**src/rtl/fifo_rd_pkg.sv**
```systemverilog
// Shared definitions for the FIFO read controller: FSM state encoding and byte width.
package fifo_rd_pkg;

  localparam int BYTE_W = 8;

  typedef enum logic [1:0] {
    IDLE  = 2'd0,
    SEND  = 2'd1,
    ACK   = 2'd2,
    DRAIN = 2'd3
  } rdState_e;

endpackage

```
**src/rtl/fifo_rd_ctrl.sv**
```systemverilog
// Pops words from a first-word-fall-through FIFO and feeds them LSB byte first to a serial transmitter.
// Optional macro FIFO_RD_WORD_CNT_EN adds a 16-bit completed-word counter output O_WORD_CNT.
module fifo_rd_ctrl
  import fifo_rd_pkg::*;
#(
  parameter  int WR_DATA_WIDTH = 16,
  localparam int NUM_BYTES     = WR_DATA_WIDTH / BYTE_W
) (
  input  logic                     I_CLK,
  input  logic                     I_RST,
  input  logic                     I_EN,
  input  logic                     I_EMPTY,
  input  logic [WR_DATA_WIDTH-1:0] I_RD_DATA,
  input  logic                     I_TX_BUSY,
  output logic                     O_R_INC,
  output logic [BYTE_W-1:0]        O_TX_DATA,
  output logic                     O_TX_VALID,
  output logic                     O_BUSY
`ifdef FIFO_RD_WORD_CNT_EN
  ,
  output logic [15:0]              O_WORD_CNT
`endif
);

  localparam int IDX_W = (NUM_BYTES > 1) ? $clog2(NUM_BYTES) : 1;
  localparam logic [IDX_W-1:0] LAST_IDX = IDX_W'(NUM_BYTES - 1);

  rdState_e                 r_state;
  rdState_e                 w_next_state;
  logic [WR_DATA_WIDTH-1:0] r_word;
  logic [IDX_W-1:0]         r_idx;
  logic [IDX_W-1:0]         w_next_idx;
  logic [BYTE_W-1:0]        r_tx_data;
  logic [BYTE_W-1:0]        w_next_byte;
  logic                     w_pop;
  logic                     w_advance;

  always_ff @(posedge I_CLK or posedge I_RST) begin
    if (I_RST) r_state <= IDLE;
    else       r_state <= w_next_state;
  end

  // Pop is gated by reset so no strobe leaks out while the FSM is held in IDLE.
  always_comb begin
    w_next_state = r_state;
    w_pop        = 1'b0;
    w_advance    = 1'b0;
    O_TX_VALID   = 1'b0;
    case (r_state)
      IDLE: begin
        if (I_EN && !I_EMPTY && !I_RST) begin
          w_pop        = 1'b1;
          w_next_state = SEND;
        end
      end
      SEND: begin
        if (!I_TX_BUSY) begin
          O_TX_VALID   = 1'b1;
          w_next_state = ACK;
        end
      end
      ACK: begin
        if (I_TX_BUSY) w_next_state = DRAIN;
      end
      DRAIN: begin
        if (!I_TX_BUSY) begin
          if (r_idx < LAST_IDX) begin
            w_advance    = 1'b1;
            w_next_state = SEND;
          end else begin
            w_next_state = IDLE;
          end
        end
      end
      default: w_next_state = IDLE;
    endcase
  end

  assign w_next_idx  = r_idx + IDX_W'(1);
  assign w_next_byte = r_word[{w_next_idx, 3'b000} +: BYTE_W];

  // The outgoing byte is loaded on entry to SEND so it is already stable when the strobe fires.
  always_ff @(posedge I_CLK or posedge I_RST) begin
    if (I_RST) begin
      r_word    <= '0;
      r_idx     <= '0;
      r_tx_data <= '0;
    end else if (w_pop) begin
      r_word    <= I_RD_DATA;
      r_idx     <= '0;
      r_tx_data <= I_RD_DATA[BYTE_W-1:0];
    end else if (w_advance) begin
      r_idx     <= w_next_idx;
      r_tx_data <= w_next_byte;
    end
  end

  assign O_R_INC   = w_pop;
  assign O_TX_DATA = r_tx_data;
  assign O_BUSY    = (r_state != IDLE);

`ifdef FIFO_RD_WORD_CNT_EN
  logic [15:0] r_word_cnt;
  logic        w_done;

  assign w_done = (r_state == DRAIN) && !I_TX_BUSY && (r_idx == LAST_IDX);

  always_ff @(posedge I_CLK or posedge I_RST) begin
    if (I_RST)       r_word_cnt <= '0;
    else if (w_done) r_word_cnt <= r_word_cnt + 16'd1;
  end

  assign O_WORD_CNT = r_word_cnt;
`endif

endmodule

```
**config.mk**
```make
export PLATFORM = sky130hd
export DESIGN_NAME = fifo_rd_ctrl
export DESIGN_NICKNAME = d
export VERILOG_FILES = /design/src/rtl/fifo_rd_pkg.sv /design/src/rtl/fifo_rd_ctrl.sv
export SDC_FILE = /design/constraint.sdc
export NUM_CORES = 1
export LEC_CHECK = 0
export CORE_AREA = 2 2 52 54
export DETAILED_ROUTE_END_ITERATION = 12
export DIE_AREA = 0 0 54 56
export GPL_TIMING_DRIVEN = 0
export PLACE_DENSITY = 0.83
export REMOVE_ABC_BUFFERS = 1
export SLEW_MARGIN = 20
export SYNTH_ARGS = -nofsm -noshare
export SYNTH_HDL_FRONTEND = slang
export SYNTH_SLANG_ARGS = --single-unit
```
**constraint.sdc**
```tcl
create_clock -name I_CLK -period 1.4 [get_ports I_CLK]
set_input_delay 0.14 -clock I_CLK [delete_from_list [all_inputs] [get_ports I_CLK]]
set_output_delay 0.14 -clock I_CLK [all_outputs]
set_load 0.005 [all_outputs]
```
==> impl_metrics.toml <==
[synthesis]
synthesis.area_um2 = 926
ys_warn_count = 0
synth.area.top_cells = "sky130_fd_sc_hd__dfrtp_1, sky130_fd_sc_hd__nand2_1, sky130_fd_sc_hd__mux2i_1, sky130_fd_sc_hd__ha_1, sky130_fd_sc_hd__o21ai_0"
ys_types = 18
postSynthRegisterBits = 19
postSynthAreaPerCell_um2 = 9.75
netlist.top_cell.by_area = "sky130_fd_sc_hd__dfrtp_1"
synth_seq_area_share = 0.514
yosysTopAreaCellShare = 0.514
gate_count_of_the_mapped_netlist = 95

[grt]
global_route.usage.total = 0.169
first_global_vias = 887
grt.overflow.total = 0
maximum_number_of_pins_on_one_net_before_global_route_repair = 20
antenna_found_initial = 0
grt_pass1_wl_mm = 3.77

[cts]
clk_pin_slew_ns = 0.10
ctsLongestPathBuffers = 2
cts_max_level = 1
root_buf_cell = "sky130_fd_sc_hd__clkbuf_4"
cts_tree = "done"
cts_inserted_buffers = 3
cts_num_sinks = 19
worst_skew_pair.late_latency_ns = 0.29

[die]
core_area_um2 = 2430
std_cell_rows = 18
top_level_ports = 32
start_util = 0.381
fp.dieArea_um2 = 3020
die_w_um = 54
die_height_um = 56

[cells_and_area]
drive_above_1_share = 0.268
area_added_between_synthesis_and_finish_pct = 59.6
num_antenna_cells = 0
design.final.nets = 165
final_cell_utilization_of_the_core = 0.608
cell_area_after_layout_um2 = 1480

[placed_design]
pre_cts_ws_ns = -0.666
io_buffer_count = 31
gp_congestion = 0.710
post-dp-hpwl_mm = 1.36
place_area_um2 = 1240

[worst_hold_path]
min-delay-path-class = "in -> async"

[power_and_ir_drop]
power.share.clock = 0.097
switching_pwr_w = 0.000951
netSwitchingFraction = 0.350
internal_power_w = 0.00177
power.total_w = 0.00272
power.share.sequential = 0.357
cellLeakagePower_nw = 0.665
combPwrFrac = 0.546
power_per_cell_area_nw_per_um2 = 1840
worst_vdd_drop_mv = 0.993

[detailed_routing]
route.detailed.drc = 0
drt_initial_violations = 3
firstDrtPassIters = 4
average_via_count_per_standard_cell = 4.90
average_wire_per_cell_in_the_routed_design_um = 14.0
drt-total-wl_mm = 2.35
detail-route-antenna-nets = 0
route.vias.total = 824

[timing]
finalHoldViolations = 0
holdWs_ns = 0.316
report.final.slew_viol_count = 0
fin_ws_ns = -0.120
clock-skew-final_ns = 0.000873
layout_min_cycle_time_ns = 1.52
finalCritPeriodShare = 1.09
worst_slew_margin_rel = 0.523
worst_pin_slew_ns = 0.715
top_achievable_clock_speed_mhz = 658
rsz0062_at_grt = "true"
finalSetupViolCount = 12

[setup_path]
critPathSlowestCell = "sky130_fd_sc_hd__dfrtp_1"
slowest_delay_ns = 0.42
worst_setup_ep_type = "flop"
timing.critical_path.required_ns = 1.58
critPathArrivalTime_ns = 1.70
cp-start-kind = "flop"
crit_fanout = 4
critical_path_cell_list = "buf_6, ha_4, nor2b_4, and2b_2, mux2i_1, o21ai_1"
path_class = "reg -> reg"

[outcome]
failing_checks = "negative setup slack"
status = "finished, violations left"

[job]
max_cap_viol_count = 0
cell usage after synthesis (all sizes together):
cell type	count
inv	6
o221ai	1
o31ai	2
dfrtp	19
ha	5
o21ai	9
mux2i	8
nor2b	2
nor3b	1
mux2	1
and2b	1
nand2	33
nor2	3
buf	4
power groups by stage:
stage,clock network [W],registers (W),logic (W)
after floorplan,0,0.000950,0.000475
after global placement,0,0.000954,0.000847
after detailed placement,0,0.000973,0.000896
after CTS,0.000276,0.000952,0.00121
after global routing,0.000302,0.000998,0.00164
final,0.000264,0.000971,0.00149
logic make-up (layout without fill, tap and decap cells):
| family | Yosys count | count (layout) | share of synthesized area |
|---|---|---|---|
| DFF | 19 | 19 | 0.514 |
| AOI/OAI and AO/OA | 12 | 12 | 0.0743 |
| and+or+nand+nor | 40 | 41 | 0.184 |
| adders and majority gates | 5 | 5 | 0.0676 |
| muxes | 9 | 9 | 0.0987 |
| buffers and inverters | 10 | 52 | 0.0622 |
metrics by stage:
stage,std cells,setup TNS [ns]
global route,168,-1.72
CTS,167,-0.680
finish,168,-1.08
floorplan,91,-0.538
global placement,152,-4.54
detailed placement,152,-5.08
final cells by class:
| type | instances | area (um2) |
|---|---|---|
| timing repair inverter | 1 | 8.76 |
| clock buffer | 3 | 22.5 |
| inverter | 6 | 32.5 |
| clock inverter | 1 | 5.00 |
| multi-input combinational | 67 | 500 |
| sequential | 19 | 475 |
| fill | 214 | 955 |
| tap | 30 | 37.5 |
| timing repair buffer | 41 | 395 |
metal layers:
metal / routed length [um] / global-route usage / vias to the layer above
met4: 8 / 0.0679 / 0
met5: 0 / 0 / -
li1: - / - / 393
met3: 119 / 0.0376 / 2
met1: 965 / 0.202 / 407
met2: 1260 / 0.282 / 22
state kept, by name, indices dropped and copies added, names as in the netlist:
register,cells
r_idx,1
r_state,2
O_TX_DATA,8
r_word,8
worst max-delay path, delay by kind of cell (launching register included):
family                     cells  cell delay (ns)
adders and majority gates      1             0.15
muxes                          1             0.23
DFF                            1             0.42
buffers and inverters          1             0.15
and+or+nand+nor                2             0.40
AOI/OAI and AO/OA              1             0.08
path summary, 6_finish.rpt:
path                       cells after the start          start  slack (ns)      endpoint
max                                            6     r_state[0]       -0.12  O_TX_DATA[0]
min                                            2          I_RST        0.32    r_state[0]
max reg2reg                                    6     r_state[0]       -0.12  O_TX_DATA[0]
min reg2reg                                    2     r_word[11]        0.49    r_word[11]
max in group asynchronous                      2          I_RST        0.63  O_TX_DATA[6]
min in group I_CLK                             3  I_RD_DATA[13]        0.37    r_word[13]
what timing repair did:
action | in CTS | in global routing
hold buffers | 0 | 0
pin swaps | 2 | 5
setup endpoints to repair | 22 | 20
resized for setup | 31 | 24
endpoints found under the hold margin | 0 | 0
setup buffers | 9 | 1
cloned | 2 | 0
cells in the final DEF (no fill, tap or decap), drive strengths merged:
cell type / instances
nor2b: 2
mux2: 1
clkinv: 1
clkdlybuf4s50: 28
dfrtp: 19
o221ai: 1
clkbuf: 4
buf: 12
nor2: 3
o31ai: 2
mux2i: 8
o21ai: 9
inv: 7
and2b: 2
nand2: 33
nor3b: 1
ha: 5
(Power assumes the default switching activity.)
